[config.mk]
export PLATFORM = sky130hd
export DESIGN_NAME = inertial_integrator_cal_flat
export DESIGN_NICKNAME = d
export VERILOG_FILES = /design/src/rtl/inertial_integrator_cal_pkg.sv /design/src/rtl/inertial_integrator_cal_if.sv /design/src/rtl/inertial_integrator_cal_rate_offset_cal.sv /design/src/rtl/inertial_integrator_cal.sv /design/src/flat_wrapper.sv
export SDC_FILE = /design/constraint.sdc
export NUM_CORES = 1
export LEC_CHECK = 0
export ABC_AREA = 1
export CORE_AREA = 5 5 186 188
export DETAILED_ROUTE_END_ITERATION = 8
export DIE_AREA = 0 0 191 193
export MAX_ROUTING_LAYER = met4
export SYNTH_ARGS = -nofsm -noshare
export SYNTH_HDL_FRONTEND = slang
export SYNTH_SLANG_ARGS = --single-unit
export TNS_END_PERCENT = 30
[constraint.sdc]
create_clock -name clk -period 5.47 [get_ports clk]
set_input_delay 0.547 -clock clk [delete_from_list [all_inputs] [get_ports clk]]
set_output_delay 0.547 -clock clk [all_outputs]
set_load 0.03 [all_outputs]
[src/rtl/inertial_integrator_cal_pkg.sv]
// inertial_pkg: shared types and helpers for the pitch integrator.
//   state_t    - controller state (IDLE / CAL / RUN)
//   acc_width  - accumulator width derived from rate width and fraction bits
//   sat_add    - signed add clamped to a given two's-complement width
package inertial_pkg;

  typedef enum logic [1:0] {
    IDLE = 2'd0,   // uncalibrated, integrating with the default offset
    CAL  = 2'd1,   // averaging raw rate samples; accumulator frozen
    RUN  = 2'd2    // calibrated, integrating
  } state_t;

  function automatic int acc_width(input int rate_w, input int frac_w);
    return rate_w + frac_w;
  endfunction

  typedef struct packed {
    logic [63:0] val;  // clamped sum, sign-extended to 64 bits
    logic        sat;  // clamp occurred
  } sat_res_t;

  // Operands are wide enough that a+b never wraps for width <= 62.
  function automatic sat_res_t sat_add(input logic signed [63:0] a,
                                       input logic signed [63:0] b,
                                       input int width);
    sat_res_t r;
    logic signed [63:0] s, hi, lo;
    s  = a + b;
    hi = (64'sd1 <<< (width - 1)) - 64'sd1;
    lo = -hi - 64'sd1;
    r.val = s;
    r.sat = 1'b0;
    if (s > hi) begin
      r.val = hi;
      r.sat = 1'b1;
    end else if (s < lo) begin
      r.val = lo;
      r.sat = 1'b1;
    end
    return r;
  endfunction

endpackage

[src/rtl/inertial_integrator_cal_if.sv]
// Sample / control / status bundle between the inertial front end and the
// pitch integrator.
//   master: drives vld, ptch_rt, AZ, cal_start, fuse_en; observes status
//   slave : the integrator; drives ptch, ptch_rt_off, cal_busy, cal_done, sat
interface inertial_integrator_cal_if #(parameter int RATE_W = 16);
  logic                     vld;
  logic signed [RATE_W-1:0] ptch_rt;
  logic signed [RATE_W-1:0] AZ;
  logic                     cal_start;
  logic                     fuse_en;
  logic signed [RATE_W-1:0] ptch;
  logic signed [RATE_W-1:0] ptch_rt_off;
  logic                     cal_busy;
  logic                     cal_done;
  logic                     sat;

  modport master (
    output vld, ptch_rt, AZ, cal_start, fuse_en,
    input  ptch, ptch_rt_off, cal_busy, cal_done, sat
  );

  modport slave (
    input  vld, ptch_rt, AZ, cal_start, fuse_en,
    output ptch, ptch_rt_off, cal_busy, cal_done, sat
  );
endinterface

[src/rtl/inertial_integrator_cal_rate_offset_cal.sv]
// rate_offset_cal: averages 2^CAL_LOG2 raw rate samples into the rate offset.
//   clk, rst_n   - clock, async active-low reset
//   vld, ptch_rt - sample strobe and raw signed rate
//   cal_start    - clears the running sum/count (sample in same cycle dropped)
//   cal_active   - controller is in CAL; samples are only taken then
//   ptch_rt_off  - offset in use (RT_OFF_DFLT until first completion)
//   cal_fin      - combinational: this sample completes the average
//   cal_done     - registered one-cycle completion pulse
module rate_offset_cal #(
  parameter int RATE_W      = 16,
  parameter int CAL_LOG2    = 8,
  parameter int RT_OFF_DFLT = 'h0050
) (
  input  logic                     clk,
  input  logic                     rst_n,
  input  logic                     vld,
  input  logic signed [RATE_W-1:0] ptch_rt,
  input  logic                     cal_start,
  input  logic                     cal_active,
  output logic signed [RATE_W-1:0] ptch_rt_off,
  output logic                     cal_fin,
  output logic                     cal_done
);
  localparam int SUM_W = RATE_W + CAL_LOG2;

  logic signed [SUM_W-1:0] cal_sum, sum_next;
  logic [CAL_LOG2-1:0]     cal_cnt;
  logic signed [RATE_W-1:0] off_next;

  assign sum_next = cal_sum + SUM_W'(ptch_rt);
  // Arithmetic shift floors toward -inf, e.g. -3.5 -> -4.
  assign off_next = RATE_W'(sum_next >>> CAL_LOG2);
  // Count wraps to zero on the last sample, so all-ones marks the final one.
  assign cal_fin  = cal_active && vld && !cal_start && (&cal_cnt);

  always_ff @(posedge clk or negedge rst_n) begin
    if (!rst_n) begin
      cal_sum     <= '0;
      cal_cnt     <= '0;
      ptch_rt_off <= RATE_W'(RT_OFF_DFLT);
      cal_done    <= 1'b0;
    end else begin
      cal_done <= cal_fin;
      if (cal_start) begin
        cal_sum <= '0;
        cal_cnt <= '0;
      end else if (cal_active && vld) begin
        if (cal_fin) begin
          ptch_rt_off <= off_next;
          cal_sum     <= '0;
          cal_cnt     <= '0;
        end else begin
          cal_sum <= sum_next;
          cal_cnt <= cal_cnt + 1'b1;
        end
      end
    end
  end
endmodule

[src/rtl/inertial_integrator_cal.sv]
// inertial_integrator_cal: offset-compensated pitch-rate integrator with
// complementary correction toward the accelerometer pitch, runtime offset
// calibration and a saturating accumulator.
//   clk, rst_n - clock, async active-low reset
//   bus        - slave side of the sample/control/status bundle
module inertial_integrator_cal
  import inertial_pkg::*;
#(
  parameter int RATE_W      = 16,
  parameter int FRAC_W      = 11,
  parameter int FUSE_STEP   = 1024,
  parameter int AZ_GAIN     = 377,
  parameter int AZ_SHIFT    = 13,
  parameter int AZ_OFFSET   = 'h00A0,
  parameter int RT_OFF_DFLT = 'h0050,
  parameter int CAL_LOG2    = 8
) (
  input  logic                      clk,
  input  logic                      rst_n,
  inertial_integrator_cal_if.slave  bus
);
  localparam int ACC_W  = acc_width(RATE_W, FRAC_W);
  localparam int PROD_W = RATE_W + 33;

  state_t state_q, state_d;

  logic signed [ACC_W-1:0]  ptch_int;
  logic signed [RATE_W-1:0] ptch_q, off;
  logic signed [RATE_W:0]   rt_comp, az_comp;
  logic signed [PROD_W-1:0] az_prod;
  logic signed [RATE_W-1:0] ptch_acc;
  logic signed [ACC_W+1:0]  fuse;
  sat_res_t                 sum_res;
  logic                     cal_fin, cal_done, sat_q;

  rate_offset_cal #(
    .RATE_W      (RATE_W),
    .CAL_LOG2    (CAL_LOG2),
    .RT_OFF_DFLT (RT_OFF_DFLT)
  ) u_cal (
    .clk         (clk),
    .rst_n       (rst_n),
    .vld         (bus.vld),
    .ptch_rt     (bus.ptch_rt),
    .cal_start   (bus.cal_start),
    .cal_active  (state_q == CAL),
    .ptch_rt_off (off),
    .cal_fin     (cal_fin),
    .cal_done    (cal_done)
  );

  // ---------------- FSM ----------------
  always_ff @(posedge clk or negedge rst_n) begin
    if (!rst_n) state_q <= IDLE;
    else        state_q <= state_d;
  end

  always_comb begin
    state_d = state_q;
    if (bus.cal_start)  state_d = CAL;
    else if (cal_fin)   state_d = RUN;
  end

  // ---------------- datapath ----------------
  assign ptch_q  = ptch_int[ACC_W-1:FRAC_W];
  // One extra bit so neither subtraction can wrap.
  assign rt_comp = (RATE_W+1)'(bus.ptch_rt) - (RATE_W+1)'(off);
  assign az_comp = (RATE_W+1)'(bus.AZ) - (RATE_W+1)'(AZ_OFFSET);
  assign az_prod = PROD_W'(az_comp) * PROD_W'(AZ_GAIN);
  assign ptch_acc = RATE_W'(az_prod >>> AZ_SHIFT);

  // Fixed-step nudge toward the accelerometer pitch, compared against the
  // registered (not the about-to-be-updated) pitch.
  always_comb begin
    fuse = '0;
    if (bus.fuse_en) begin
      if (ptch_acc > ptch_q) fuse =  (ACC_W+2)'(FUSE_STEP);
      else                   fuse = -(ACC_W+2)'(FUSE_STEP);
    end
  end

  assign sum_res = sat_add(64'(ptch_int), 64'(fuse) - 64'(rt_comp), ACC_W);

  always_ff @(posedge clk or negedge rst_n) begin
    if (!rst_n) begin
      ptch_int <= '0;
      sat_q    <= 1'b0;
    end else if (bus.cal_start) begin
      ptch_int <= '0;
      sat_q    <= 1'b0;
    end else if (bus.vld && state_q != CAL) begin
      ptch_int <= ACC_W'(sum_res.val);
      if (sum_res.sat) sat_q <= 1'b1;
    end
  end

  assign bus.ptch        = ptch_q;
  assign bus.ptch_rt_off = off;
  assign bus.cal_busy    = (state_q == CAL);
  assign bus.cal_done    = cal_done;
  assign bus.sat         = sat_q;
endmodule

[src/flat_wrapper.sv]
// flat-port wrapper written by rule: the top's interface ports become plain ports
module inertial_integrator_cal_flat import inertial_pkg::*;
#(
  parameter int RATE_W      = 16,
  parameter int FRAC_W      = 11,
  parameter int FUSE_STEP   = 1024,
  parameter int AZ_GAIN     = 377,
  parameter int AZ_SHIFT    = 13,
  parameter int AZ_OFFSET   = 'h00A0,
  parameter int RT_OFF_DFLT = 'h0050,
  parameter int CAL_LOG2    = 8
)
  (clk, rst_n, bus_vld, bus_ptch_rt, bus_AZ, bus_cal_start, bus_fuse_en, bus_ptch, bus_ptch_rt_off, bus_cal_busy, bus_cal_done, bus_sat);
  inertial_integrator_cal_if #(.RATE_W(RATE_W)) bus_i ();
  input  logic clk;
  input  logic rst_n;
  input wire logic [$bits(bus_i.vld)-1:0] bus_vld;
  input wire logic [$bits(bus_i.ptch_rt)-1:0] bus_ptch_rt;
  input wire logic [$bits(bus_i.AZ)-1:0] bus_AZ;
  input wire logic [$bits(bus_i.cal_start)-1:0] bus_cal_start;
  input wire logic [$bits(bus_i.fuse_en)-1:0] bus_fuse_en;
  output wire logic [$bits(bus_i.ptch)-1:0] bus_ptch;
  output wire logic [$bits(bus_i.ptch_rt_off)-1:0] bus_ptch_rt_off;
  output wire logic [$bits(bus_i.cal_busy)-1:0] bus_cal_busy;
  output wire logic [$bits(bus_i.cal_done)-1:0] bus_cal_done;
  output wire logic [$bits(bus_i.sat)-1:0] bus_sat;
  assign bus_i.vld = bus_vld;
  assign bus_i.ptch_rt = bus_ptch_rt;
  assign bus_i.AZ = bus_AZ;
  assign bus_i.cal_start = bus_cal_start;
  assign bus_i.fuse_en = bus_fuse_en;
  assign bus_ptch = bus_i.ptch;
  assign bus_ptch_rt_off = bus_i.ptch_rt_off;
  assign bus_cal_busy = bus_i.cal_busy;
  assign bus_cal_done = bus_i.cal_done;
  assign bus_sat = bus_i.sat;
  inertial_integrator_cal #(.RATE_W(RATE_W), .FRAC_W(FRAC_W), .FUSE_STEP(FUSE_STEP), .AZ_GAIN(AZ_GAIN), .AZ_SHIFT(AZ_SHIFT), .AZ_OFFSET(AZ_OFFSET), .RT_OFF_DFLT(RT_OFF_DFLT), .CAL_LOG2(CAL_LOG2)) u_core (.clk(clk), .rst_n(rst_n), .bus(bus_i));
endmodule
---- After elaboration in Yosys (flattened, before gate mapping) ----
Cells that the tools add are included.
W data, S select, Z words.
operators by class
  multipliers ............................. 1
  $lt $le $gt $ge ......................... 3
  mux-type cells .......................... 17
  reduce and logical (&&, ||, !) cells .... 12
  eq/ne operators ......................... 2
  $add $sub $neg .......................... 6
  bitwise logic cells ..................... 1
operator list
  cell                      count
  $mux W24                  3
  $gt A64 B27 Y1 const B    1
  $lt A64 B27 Y1 const B    1
  $mux W29                  2
  $mux W28                  2
  $mux W27                  2
  $add A27 B30 Y31          1
  $sub A29 B17 Y30          1
  $mul A17 B10 Y27 const B  1
  $add A24 B16 Y24          1
  $mux W8                   3
  $sub A16 B16 Y17          1
  $sub A16 B9 Y17 const B   1
  $gt A14 B16 Y1            1
  $add A8 B1 Y8 const B     1
  $reduce_and A8 Y1         1
  $reduce_bool A2 Y1        4
  $logic_and A1 B1 Y1       4
  $mux W2                   2
  $mux W1                   3
  $reduce_and A3 Y1         1
  $eq A2 B1 Y1 const B      1
  $ne A2 B1 Y1 const B      1
  $reduce_and A2 Y1         1
  2 further kinds           2
storage, ports and cells
  output and inout bits ................... 35
  input port bits ......................... 37
  register bits after elaboration ......... 79
  logic and storage cells ................. 49

---- Depth between registers and ports, before layout ----
Gate-level depths: netlist (run 1).
  depth in word-level cells ............... 13
  mapped depth ............................ 55
  mapped depth without buffers ............ 54

---- Modules after synthesis ----
A second synthesis (run 1) with hierarchy kept.
unflattened totals
  cell total of the unflattened synthesis .. 1709
  area, all modules ....................... 12196.7 µm²
modules (own cells, without submodules)
  module                   cells an instance  times used  area an instance (µm²)  seq. area each (µm²)
  inertial_integrator_cal  1157               1           8565.7                  750.7
  rate_offset_cal          552                1           3631.0                  1228.7

---- Worst setup path after synthesis (run 1) ----
No wires, ideal clock.
  kind .................................... input -> register
  start point ............................. input bus_AZ[5]
  end point ............................... register u_core.ptch_int[12]
  data required time ...................... 5.345 ns
  slack ................................... -4.507 ns
  stages on the path ...................... 50
  data arrival time ....................... 9.852 ns
  library setup time ...................... 0.125 ns
  path buffers ............................ 1
  cells stage by stage .................... inv_1 ha_1 inv_1 a21oi_1 nand3_1 nor2_1 nand2_1 xor2_1 inv_1 xor2_1 inv_1 ha_1 ha_1 fa_1 fa_1 inv_1 fa_1 inv_1 [... 14 more ...] inv_1 fa_1 inv_1 fa_1 ha_1 nand2_1 inv_1 a21oi_1 nand2_1 a21oi_1 nand3_1 nand2_2 nand2_1 nor2_1 nor2_2 nand2_4 buf_6 nand3_1
on the way
  word-level cells in the longest chain between the ends .. 12
  elaborated cells on any way between the ends .. 13
  those cells by class .................... add/sub: 3; mul: 1; order compare: 3; mux: 6
ends and longest elaborated chain
  item                  line                               text
  start, declared       flat_wrapper.sv:19                 input wire logic [$bits(bus_i.AZ)-1:0] bus_AZ;
  $sub A16 B9 Y17 *     inertial_integrator_cal.sv:68      assign az_comp = (RATE_W+1)'(bus.AZ) - (RATE_W+1)'(AZ_OFFSET);
  $mul A17 B10 Y27 *    inertial_integrator_cal.sv:69      assign az_prod = PROD_W'(az_comp) * PROD_W'(AZ_GAIN);
  $gt A14 B16 Y1 *      inertial_integrator_cal.sv:77      if (ptch_acc > ptch_q) fuse = (ACC_W+2)'(FUSE_STEP);
  $mux W29 *            inertial_integrator_cal.sv:77
  $mux W29 *            inertial_integrator_cal.sv:76      if (bus.fuse_en) begin
  $sub A29 B17 Y30 *    inertial_integrator_cal.sv:82      assign sum_res = sat_add(64'(ptch_int), 64'(fuse) - 64'(rt_comp), ACC_W);
  $add A27 B30 Y31 *    inertial_integrator_cal_pkg.sv:28  s = a + b;
  $lt A64 B27 Y1        inertial_integrator_cal_pkg.sv:36  end else if (s < lo) begin
  $mux W28              inertial_integrator_cal_pkg.sv:36
  $mux W28 *            inertial_integrator_cal_pkg.sv:33  if (s > hi) begin
  $mux W27 *            inertial_integrator_cal.sv:91      end else if (bus.vld && state_q != CAL) begin
  $mux W27 *            inertial_integrator_cal.sv:88      end else if (bus.cal_start) begin
  end signal, assigned  inertial_integrator_cal.sv:92      ptch_int <= ACC_W'(sum_res.val);
  end, declared         inertial_integrator_cal.sv:27      logic signed [ACC_W-1:0] ptch_int;
Every way passes the cells marked *; elsewhere a longest branch is shown, timed or not. The select of a mux whose other input is x is not followed.
A chain may end at the register's enable or synchronous reset.

---- Final worst setup path (run 1) ----
  start point ............................. input bus_AZ[5]
  end point ............................... register u_core.ptch_int[14]
Same word-level chain as after synthesis.

==> summary.txt, run 1 <==
Clocking
  • CTS tree: done
  • Clock buffer count from CTS: 9
  • Clock root buffer master: clkbuf_16
  • CTS Hold Bufs: 0
  • CTS clk-pin slew, worst paths: 70 ps
  • Deepest clock path buffer count: 2
  • Sink Count: 79
  • Worst-skew pair later-pin latency: ~360 ps
  • CTS H-Tree Depth: 3

STA
  • Final Cycle Share: 168%
  • Fin worst setup slack: -3710 ps
  • Hold Vio Cnt, Final: 0
  • Worst-Margin Slew: roughly 800 ps
  • Crit path time final: 9180 ps
  • Fmax achieved: roughly 110 MHz
  • Setup TNS: -102,060 ps
  • Rel. slew slack: a little under half
  • RSZ-0062 raised after global routing: yes
  • Final setup vio count: 28
  • Count of pins over their slew limit: 0
  • Setup Skew: between 10 and 15 ps

Die
  • DIE HEIGHT: 193 um
  • Core Region: between 30,000 and 40,000 um^2
  • Die Span X: 191 um
  • Total Die Area: 36,900 um^2
  • I/O pins: 72
  • # rows: 67
  • Initial core utilization: between 30% and 40%

Layout
  • Multi-input combinational cell area: 9030 um^2
  • Sequential cell area: 1980 um^2
  • Layout net count: 2,032
  • Area grow syn2layout: 34.4%
  • Ant. Diodes: 0
  • Non-Filler Instances: about 2,200
  • Layout cells sized above 1: 23.0%
  • Filler Cell Count: 3,203

Logic synthesis
  • Avg Cell Area, Syn: 7.36 um^2
  • Post-synth EDFFs: 0
  • Synth Area in Adders: 32.2%
  • Synth Area in Compound Gates: 9.95%
  • Synth Area in XOR/XNOR: around 5.4%
  • Main combinational cell family by area after synthesis: adder cells
  • Ys Warns: 0
  • Post-Synthesis Cells: 1,537
  • Top post-synthesis cells by area: dfrtp_1, ha_1, fa_1
  • Ys flop type: dfrtp_1
  • Post-Syn Nets: 1,811
  • Count of cell types in the netlist: 47
  • Simple-gate share of the synthesized area: 22.8%
  • Post-synth top area cell: dfrtp_1
  • Yosys top cell area share: 17.0%
  • Flops & latches, synth: 79
  • Sequential fraction of the synthesis area: 17.5%
  • Multiplexer share of the synthesized area: 0%
  • Cell area after synthesis: 11,300 um^2
  • Asr flop ratio synth: 100%

Placed design
  • DP Cell Count: 2,167
  • RePlAce Congestion: 0.922
  • Detailed Place HPWL: 25,800 um
  • Number of port buffers: 71

Critical path
  • WP buf/inv: 14
  • Crit-path max cell delay: roughly 640 ps
  • Reg2reg end: u_core.ptch_int[14]
  • Critical path depth: between 50 and 60
  • Arrival @ worst endpoint: 9470 ps
  • CP Launch Type: input port
  • CP dominant cell by count: nand2_1
  • Worst EP required: about 5800 ps
  • Setup crit end: u_core.ptch_int[14]
  • Worst setup path startpoint: bus_AZ[5]
  • R2R setup slack: 300 ps
  • Worst r2r src: u_core.ptch_int[16]
  • Worst Setup End Kind: register
  • Crit Path Max Fanout: 6
  • Crit path max-delay family: adder cells
  • Worst R2R Path Depth: 29
  • Slowest CP cell: fa_2
  • CP Class: in -> reg

GRT
  • Gr ovfl total: 0
  • Vias in the first global route: 10,400
  • Antenna violations before repair: 0
  • First-pass GRT wire length: 51,500 um
  • Largest net degree at the start of global routing: 53
  • GR Util All Layers: 17.6%

Route
  • 1st-iter DRT viols: 458
  • Vias after detailed routing: 10,500
  • Vias per cell: 4.73
  • Drc violations: 0
  • TritonRoute pass-1 iters: 5
  • Routed WL: 31,500 um
  • Antenna Nets Post-Route: 0
  • WL per Instance: ~14 um

Outcome
  • Failing checks: negative setup slack
  • Outcome: finished with violations

Hold path
  • Hold crit path type: in -> async

Job
  • Max capacitance violation total: 0
## cells in the final DEF (no fill, tap or decap), types with 5 or more instances in the layout
cell type	count
a21o_1	7
a21oi_1	64
a21oi_2	20
a21oi_4	5
a31oi_1	5
buf_12	7
buf_4	153
buf_6	10
clkbuf_16	12
clkdlybuf4s50_1	63
dfrtp_1	77
fa_1	86
ha_1	110
ha_4	33
inv_1	285
inv_2	24
nand2_1	299
nand2_2	33
nand2_4	14
nand3_1	85
nand3_2	21
nand4_1	13
nor2_1	90
nor2_2	15
nor2_4	5
nor3_1	9
o21ai_0	59
o21ai_1	14
o21bai_1	5
or2_2	8
xnor2_1	24
xor2_1	36
xor2_4	5
## cell type report
class,instances,area share (%)
multi-input cells,1114,59.4
repair buffers,241,14.2
flip-flops and latches,79,13.0
inverters,313,7.79
well taps,448,3.69
clock buffers,9,1.48
clock inverters,7,0.444
## timing repair
item,CTS,global route
gates cloned,1,2
pin swaps,53,105
resized for setup,79,93
setup buffers,10,15
setup endpoints to repair,28,28
## worst min path at each step
stage                                     endpoint  slack, ps  depth (start not counted)
final                      u_core.u_cal.cal_sum[0]        110                          1
after detailed placement  u_core.u_cal.cal_sum[14]        470                          2
after CTS                  u_core.u_cal.cal_sum[0]        120                          1
after global placement    u_core.u_cal.cal_sum[18]        470                          2
after global routing       u_core.u_cal.cal_sum[0]        140                          1
after floorplan                     u_core.bus.sat        250                          0
## routing by layer
layer	global-route usage [%]	up-vias	routed length (um)
met1	23.8	4994	15100
met3	2.39	26	1110
li1	-	5281	-
met4	3.26	0	439
met2	28.8	152	14900
met5	-	-	0
## Yosys cell counts (2+ instances only)
master / count
a21o_1: 7
o21bai_1: 5
inv_1: 302
xnor2_1: 26
a22o_1: 4
buf_2: 2
buf_4: 16
inv_2: 10
dfstp_2: 2
buf_6: 4
nand2_2: 6
fa_1: 90
clkbuf_1: 8
o21a_1: 5
o21ai_0: 72
nand3_2: 4
nand3_1: 103
a21oi_1: 88
ha_1: 147
xor2_2: 2
dfrtp_1: 77
nand3b_1: 2
xor2_1: 40
nor2_2: 5
o21ai_1: 4
nor4_1: 3
a31oi_1: 6
nand4_1: 13
nor3_1: 10
or2_2: 9
nand2_1: 339
nor2_1: 105
a211oi_1: 7
## state kept, by name, indices dropped and copies added, names as in the netlist
name,count
u_core.bus.sat,1
u_core.u_cal.cal_sum,24
u_core.state_q,2
u_core.ptch_int,27
u_core.u_cal.cal_cnt,8
u_core.u_cal.cal_done,1
u_core.u_cal.ptch_rt_off,16
## per-stage QoR
step	cell area (um^2)	utilization, %	hold slack (ps)	setup WS, ps
2_1_floorplan	11800	-	251	-3800
3_5_place_dp	14000	42.4	475	-4710
6_report	15200	46.2	106	-3710
4_1_cts	14600	44.4	122	-3750
5_1_grt	15200	46.2	136	-4140
3_3_place_gp	14000	42.4	472	-4640
## kinds of logic after synthesis
logic type | after synthesis
xor+xnor | 68
compound gates | 204
buf+inv | 344
flops | 79
fa+ha+maj | 237
simple gates | 605
Power of run 1 is left out: the tool's default activity adds up to more than one toggle a clock period on the data nets, which glitch-free logic cannot reach.
==> run 2: changes to the inputs <==
--- a/config.mk
+++ b/config.mk
@@ -7,6 +7,7 @@
 export LEC_CHECK = 0
 export ABC_AREA = 1
 export CORE_AREA = 5 5 186 188
+export CTS_CLUSTER_SIZE = 25
 export DETAILED_ROUTE_END_ITERATION = 8
 export DIE_AREA = 0 0 191 193
 export MAX_ROUTING_LAYER = met4
==> results of run 2 <==
Final layout, timing and power as in run 1 (identical DEF).
Power of run 2 is left out for the same reason.
==> run 3: changes to the inputs <==
--- a/config.mk
+++ b/config.mk
@@ -11,6 +11,7 @@
 export DETAILED_ROUTE_END_ITERATION = 8
 export DIE_AREA = 0 0 191 193
 export MAX_ROUTING_LAYER = met4
+export SLEW_MARGIN = 5
 export SYNTH_ARGS = -nofsm -noshare
 export SYNTH_HDL_FRONTEND = slang
 export SYNTH_SLANG_ARGS = --single-unit
==> results of run 3 <==
Final layout, timing and power as in run 1 (identical DEF).
Power of run 3 is left out for the same reason.
